===== src/rtl/spike_out_encoder_pkg.sv =====
// Shared constants, packet types and FSM encoding for the spike output encoder.
// Also provides a coordinate pack helper for SPIKE payloads.
package spike_out_encoder_pkg;

    localparam int NNW = 12;
    localparam int SW  = 24;
    localparam int CW  = SW / 3;
    localparam int FTW = 3;
    localparam int FD  = 8;
    localparam int FAW = 3;

    localparam logic [FTW-1:0] PKT_SPIKE    = 3'b000;
    localparam logic [FTW-1:0] PKT_DATA     = 3'b001;
    localparam logic [FTW-1:0] PKT_DATA_END = 3'b010;
    localparam logic [FTW-1:0] PKT_WRITE    = 3'b011;
    localparam logic [FTW-1:0] PKT_READ     = 3'b100;

    typedef enum logic [2:0] {
        ST_IDLE,
        ST_SEND_SPK,
        ST_DUMP_RD,
        ST_DUMP_WAIT,
        ST_DUMP_SEND
    } enc_state_t;

    function automatic logic [SW-1:0] pack_coord(
        input logic [CW-1:0] z,
        input logic [CW-1:0] y,
        input logic [CW-1:0] x
    );
        return {z, y, x};
    endfunction

endpackage


===== src/rtl/spike_out_encoder_fifo.sv =====
// Fire FIFO: FD entries of SW bits with a registered read port that always
// holds the entry that will be at the head on the next cycle.
module spike_fifo
    import spike_out_encoder_pkg::*;
(
    input  logic           clk,
    input  logic           rst_n,
    input  logic           push,
    input  logic [SW-1:0]  push_data,
    input  logic           pop,
    output logic [SW-1:0]  rd_data,
    output logic           full,
    output logic           empty,
    output logic [FAW:0]   count
);

    logic [SW-1:0]  mem [FD];
    logic [FAW-1:0] wr_ptr_reg;
    logic [FAW-1:0] rd_ptr_reg;
    logic [FAW-1:0] rd_ptr_next;
    logic [FAW:0]   count_reg;
    logic           push_ok;
    logic           pop_ok;

    assign full        = (count_reg == (FAW+1)'(FD));
    assign empty       = (count_reg == '0);
    assign count       = count_reg;
    assign pop_ok      = pop && !empty;
    // A full FIFO still takes a push when an entry leaves in the same cycle.
    assign push_ok     = push && (!full || pop_ok);
    assign rd_ptr_next = pop_ok ? rd_ptr_reg + 1'b1 : rd_ptr_reg;

    always_ff @(posedge clk or negedge rst_n) begin
        if (!rst_n) begin
            wr_ptr_reg <= '0;
            rd_ptr_reg <= '0;
            count_reg  <= '0;
        end else begin
            if (push_ok) wr_ptr_reg <= wr_ptr_reg + 1'b1;
            rd_ptr_reg <= rd_ptr_next;
            case ({push_ok, pop_ok})
                2'b10:   count_reg <= count_reg + 1'b1;
                2'b01:   count_reg <= count_reg - 1'b1;
                default: count_reg <= count_reg;
            endcase
        end
    end

    // Bypass covers the write landing on the slot that becomes the head.
    always_ff @(posedge clk) begin
        if (push_ok) mem[wr_ptr_reg] <= push_data;
        rd_data <= (push_ok && (wr_ptr_reg == rd_ptr_next)) ? push_data : mem[rd_ptr_next];
    end

endmodule


===== src/rtl/spike_out_encoder.sv =====
// Node output encoder: turns soma fire flags into SPIKE packets and streams
// soma memory as DATA/DATA_END trains, behind a ready/valid output register.
module spike_out_encoder
    import spike_out_encoder_pkg::*;
(
    input  logic            clk,
    input  logic            rst_n,
    input  logic            soma_fire_vld,
    input  logic            soma_fire,
    input  logic            soma_scan_first,
    output logic            enc_full,
    output logic            enc_ovf,
    input  logic [NNW-1:0]  x_out,
    input  logic [NNW-1:0]  y_out,
    input  logic [CW-1:0]   x_base,
    input  logic [CW-1:0]   y_base,
    input  logic            dump_req,
    input  logic [NNW-1:0]  dump_len,
    output logic            dump_done,
    output logic            enc_soma_re,
    output logic [NNW-1:0]  enc_soma_raddr,
    input  logic [SW-1:0]   soma_enc_rdata,
    output logic            spk_out_vld,
    input  logic            spk_out_rdy,
    output logic [SW-1:0]   spk_out_data,
    output logic [FTW-1:0]  spk_out_type
);

    logic [NNW-1:0] x_reg, y_reg, cur_x, cur_y, x_next, y_next;
    logic [CW-1:0]  z_reg, cur_z, z_next;
    logic           fire_push;
    logic [SW-1:0]  fire_data;

    logic [SW-1:0]  fifo_rdata;
    logic           fifo_full, fifo_empty, fifo_pop;
    logic [FAW:0]   fifo_count;

    enc_state_t     state_reg;
    logic           vld_reg, re_reg, done_reg, ovf_reg;
    logic [SW-1:0]  data_reg;
    logic [FTW-1:0] type_reg;
    logic [NNW-1:0] addr_reg, len_reg;

    // A scan-first neuron is (0,0,0) regardless of where the counters stand.
    always_comb begin
        cur_x  = soma_scan_first ? '0 : x_reg;
        cur_y  = soma_scan_first ? '0 : y_reg;
        cur_z  = soma_scan_first ? '0 : z_reg;
        x_next = cur_x + 1'b1;
        y_next = cur_y;
        z_next = cur_z;
        if (cur_x == x_out - 1'b1) begin
            x_next = '0;
            if (cur_y == y_out - 1'b1) begin
                y_next = '0;
                z_next = cur_z + 1'b1;
            end else begin
                y_next = cur_y + 1'b1;
            end
        end
    end

    assign fire_push = soma_fire_vld && soma_fire;
    assign fire_data = pack_coord(cur_z, cur_y[CW-1:0] + y_base, cur_x[CW-1:0] + x_base);

    always_ff @(posedge clk or negedge rst_n) begin
        if (!rst_n) begin
            x_reg   <= '0;
            y_reg   <= '0;
            z_reg   <= '0;
            ovf_reg <= 1'b0;
        end else begin
            if (soma_fire_vld) begin
                x_reg <= x_next;
                y_reg <= y_next;
                z_reg <= z_next;
            end
            if (fire_push && fifo_full && !fifo_pop) ovf_reg <= 1'b1;
        end
    end

    assign fifo_pop = !fifo_empty &&
                      ((state_reg == ST_IDLE) ||
                       (state_reg == ST_SEND_SPK && vld_reg && spk_out_rdy));

    spike_fifo u_fifo (
        .clk       (clk),
        .rst_n     (rst_n),
        .push      (fire_push),
        .push_data (fire_data),
        .pop       (fifo_pop),
        .rd_data   (fifo_rdata),
        .full      (fifo_full),
        .empty     (fifo_empty),
        .count     (fifo_count)
    );

    always_ff @(posedge clk or negedge rst_n) begin
        if (!rst_n) begin
            state_reg <= ST_IDLE;
            vld_reg   <= 1'b0;
            data_reg  <= '0;
            type_reg  <= '0;
            re_reg    <= 1'b0;
            done_reg  <= 1'b0;
            addr_reg  <= '0;
            len_reg   <= '0;
        end else begin
            re_reg   <= 1'b0;
            done_reg <= 1'b0;
            case (state_reg)
                ST_IDLE: begin
                    if (!fifo_empty) begin
                        data_reg  <= fifo_rdata;
                        type_reg  <= PKT_SPIKE;
                        vld_reg   <= 1'b1;
                        state_reg <= ST_SEND_SPK;
                    end else if (dump_req) begin
                        len_reg <= dump_len;
                        if (dump_len != '0) begin
                            addr_reg  <= '0;
                            re_reg    <= 1'b1;
                            state_reg <= ST_DUMP_RD;
                        end else begin
                            done_reg <= 1'b1;
                        end
                    end
                end
                ST_SEND_SPK: begin
                    if (vld_reg && spk_out_rdy) begin
                        if (!fifo_empty) begin
                            data_reg <= fifo_rdata;
                        end else begin
                            vld_reg   <= 1'b0;
                            state_reg <= ST_IDLE;
                        end
                    end
                end
                ST_DUMP_RD: begin
                    state_reg <= ST_DUMP_WAIT;
                end
                ST_DUMP_WAIT: begin
                    data_reg  <= soma_enc_rdata;
                    type_reg  <= (addr_reg == len_reg - 1'b1) ? PKT_DATA_END : PKT_DATA;
                    vld_reg   <= 1'b1;
                    state_reg <= ST_DUMP_SEND;
                end
                ST_DUMP_SEND: begin
                    if (spk_out_rdy) begin
                        vld_reg <= 1'b0;
                        if (type_reg == PKT_DATA_END) begin
                            done_reg  <= 1'b1;
                            state_reg <= ST_IDLE;
                        end else begin
                            addr_reg  <= addr_reg + 1'b1;
                            re_reg    <= 1'b1;
                            state_reg <= ST_DUMP_RD;
                        end
                    end
                end
                default: state_reg <= ST_IDLE;
            endcase
        end
    end

    assign enc_full       = (fifo_count == (FAW+1)'(FD));
    assign enc_ovf        = ovf_reg;
    assign dump_done      = done_reg;
    assign enc_soma_re    = re_reg;
    assign enc_soma_raddr = addr_reg;
    assign spk_out_vld    = vld_reg;
    assign spk_out_data   = data_reg;
    assign spk_out_type   = type_reg;

endmodule


===== config.mk =====
export PLATFORM = sky130hd
export DESIGN_NAME = spike_out_encoder
export DESIGN_NICKNAME = d
export VERILOG_FILES = /design/src/rtl/spike_out_encoder_pkg.sv /design/src/rtl/spike_out_encoder_fifo.sv /design/src/rtl/spike_out_encoder.sv
export SDC_FILE = /design/constraint.sdc
export NUM_CORES = 1
export LEC_CHECK = 0
export ABC_AREA = 1
export BUFFER_PORTS_ARGS = -buffer_cell sky130_fd_sc_hd__buf_2
export CORE_MARGIN = 5
export CORE_UTILIZATION = 45
export CTS_BUF_LIST = sky130_fd_sc_hd__clkbuf_4 sky130_fd_sc_hd__clkbuf_8 sky130_fd_sc_hd__clkbuf_16
export DETAILED_ROUTE_END_ITERATION = 12
export PLACE_DENSITY = 0.64
export SLEW_MARGIN = 40
export SYNTH_ARGS = -nofsm -noshare
export SYNTH_HDL_FRONTEND = slang
export SYNTH_HIERARCHICAL = 1
export SYNTH_SLANG_ARGS = --single-unit

===== constraint.sdc =====
create_clock -name clk -period 7.6 [get_ports clk]
set_input_delay 1.52 -clock clk [delete_from_list [all_inputs] [get_ports clk]]
set_output_delay 1.52 -clock clk [all_outputs]
set_load 0.01 [all_outputs]

==> results.cfg <==
[layout]
nNetsFinal = 1972
fill_cells = 3154
area_growth_syn_to_layout_pct = 13.1
multi_input_area_mm2 = 0.00607
largest_reg_flops = 192
top_register = u_fifo/mem
diodes = 0
register_area_mm2 = 0.00831
drive_gt1_frac = 0.129
fin_util = 0.514
mostFrequentLayoutCell = nand2_1
layout_common_cells = nand2_1, nor2_1, edfxtp_1
stdcell_count = 2334

[synth]
synthTopCellsByArea = edfxtp_1, dfrtp_1, nand2_1
synth_flop_cell = edfxtp_1
synth-edff-count = 192
synth_warnings = 6
synth-xor-area-share = 0.0424
netlist_area_mm2 = 0.0153
synth_top_family_by_area = simple AND/OR/NAND/NOR gates
synthAdderAreaFrac = 0.0240
syn_area_per_cell_um2 = 8.73
yosysTopAreaCell = edfxtp_1
yosys.area_share.simple = 0.246
ys_seq_area_frac = 0.544
synth.net_count = 1857
synthMuxAreaShare = 0
netlist_instances = 1746
synth_cell_types = 46
synth_top_area_share = 0.378
ys_ff_latch = 294
synth_compound_area_frac = 0.0828
async_reset_ff_frac = 0.337

[timing]
whs_ps = 486
clock_skew_ps = 14.9
worst_pin_slew_ps = 801
final_hold_viol_count = 0
slew_headroom = 0.464
finalMaxSlewViolations = 0
fmax_mhz = 265
period_minus_slack_ps = 3770
final.setup.tns_ps = 0
rsz0062_at_grt = no
setup_viol = 0
fin_crit_sh = 0.496

[global_route]
grt_first_pass_wirelength_um = 60700
antenna_found_initial = 1
gr-usage-all-layers = 0.194
grt_pass1_vias = 11500
overflow = 0
grt_max_degree = 97

[pwr]
powerDensity_mw_per_mm2 = 314
p_leak_nw = 7.43
peakVddDrop_uv = 196

[cts]
cts_tree = built
clk_pin_slew_ps = 60
cts_buffers = 31
clock_latency_ps = 560
cts_setup_buffers = 0
cts_resized = 0
ctsRootBufferMaster = clkbuf_16
htree_num_levels = 1
cts.sinks = 294
clock_path_buffers = 3
cts_hold_buf = 0

[die]
ios = 127
std_cell_rows = 67
dieArea_mm2 = 0.0377
die_w_um = 194
core-area_mm2 = 0.0335
start_util = 0.455
die_y_um = 194

[setup_path]
path_class = input port to flip-flop
cp_data_arrival_time_ps = 4070
worstSetupStartpointType = input port
r2r-end = u_fifo/mem[4][4]
critPathCaptureType = flip-flop
rr_startpoint = u_fifo/count[3]
cp.required_ps = 7900
ff2ff_setup_slack_ps = 4680
worst-path-max-fanout = 27
r2r_cells = 12

[route]
drtIter0Drc = 823
ant_nets = 0
routed.top_layer = met5
wl_met1_um = 17200
wire_per_inst_um = 16.0
routed_wl_um = 37300
first_pass_iters = 6
dr_total_vias = 12100
wl_met2_um = 17100
met3_length_um = 2320
drcViolationCount = 0
vias_per_cell = 5.17

[place]
place_hpwl_um = 24900
gp_congestion = 0.887
dp_cells = 2276
io_buffers = 125

[worst_hold_path]
hold_class = flip-flop to flip-flop
hold_end = z_reg[5]
holdPathStages = 2
hold_path.startpoint = z_reg[5]

[status]
status = finished, final reports clean

[run]
cap_violations = 0
==> logic make-up (layout without fill, tap and decap cells) <==
logic type               after synthesis  in the layout
flip-flops                           294            294
XOR/XNOR                              73             73
adder cells (fa/ha/maj)               28             28
AND/OR/NAND/NOR                      899            899
AO/OA/AOI/OAI                        237            237
buffers and inverters                214            354
other                                  1              1
==> critical path, cell delays in order <==
cell and delay [ps]:
buf_2 260, inv_4 360, nand2_1 170, inv_1 130
ha_1 180, inv_1 60, fa_1 420, o21ai_0 320
a21oi_1 110, nor2_1 100, nor2_1 50, xor2_1 390
==> layer usage <==
| layer | track usage | vias to the layer above |
|---|---|---|
| met5 | 0 | - |
| li1 | - | 6011 |
| met3 | 0.0250 | 51 |
| met4 | 0.0424 | 2 |
| met2 | 0.317 | 370 |
| met1 | 0.279 | 5642 |
==> how the worst max path moves through the flow <==
stage / to / startpoint
2_1_floorplan: u_fifo/mem[0][0] / spk_out_rdy
3_3_place_gp: u_fifo/mem[4][6] / soma_scan_first
3_5_place_dp: u_fifo/mem[1][6] / soma_scan_first
4_1_cts: u_fifo/mem[5][6] / soma_scan_first
5_1_grt: u_fifo/mem[5][7] / soma_scan_first
6_report: u_fifo/mem[2][6] / soma_scan_first
==> synth_stat cells, types with 8 or more instances <==
master	count
xnor2_1	20
a21oi_1	17
buf_6	11
nand3b_1	9
nor2_1	268
inv_1	150
o22ai_1	8
nor3_1	21
edfxtp_1	192
xor2_1	52
nand3_1	82
clkbuf_1	24
nand2_1	450
o21ai_1	92
buf_2	16
dfrtp_1	99
o21ai_0	85
a31oi_1	24
ha_1	26
nor2_2	12
nand2_2	11
nand4_1	25
==> layout make-up <==
type,instances,share of cell area
Clock buffer,37,0.0476
Sequential cell,294,0.482
Clock inverter,21,0.00820
Timing Repair Buffer,140,0.0440
Tap cell,448,0.0325
Multi-Input combinational cell,1238,0.352
Inverter,156,0.0342
==> stage by stage <==
stage | area, µm² | power [mW] | setup WS [ps]
floorplan | 15300 | 3.46 | 3760
global placement | 16300 | 3.96 | 3430
detailed placement | 16300 | 4.02 | 3300
CTS | 17200 | 5.45 | 3880
global route | 17200 | 5.79 | 3570
finish | 17200 | 5.41 | 3830
==> report_power, final <==
group,internal (mW),total [mW],switching (mW)
Combinational,0.632,1.84,1.21
Clock,0.805,1.42,0.615
Sequential,1.95,2.15,0.195
Total,3.39,5.41,2.02
Note: power is estimated with default switching activity, not from simulation.
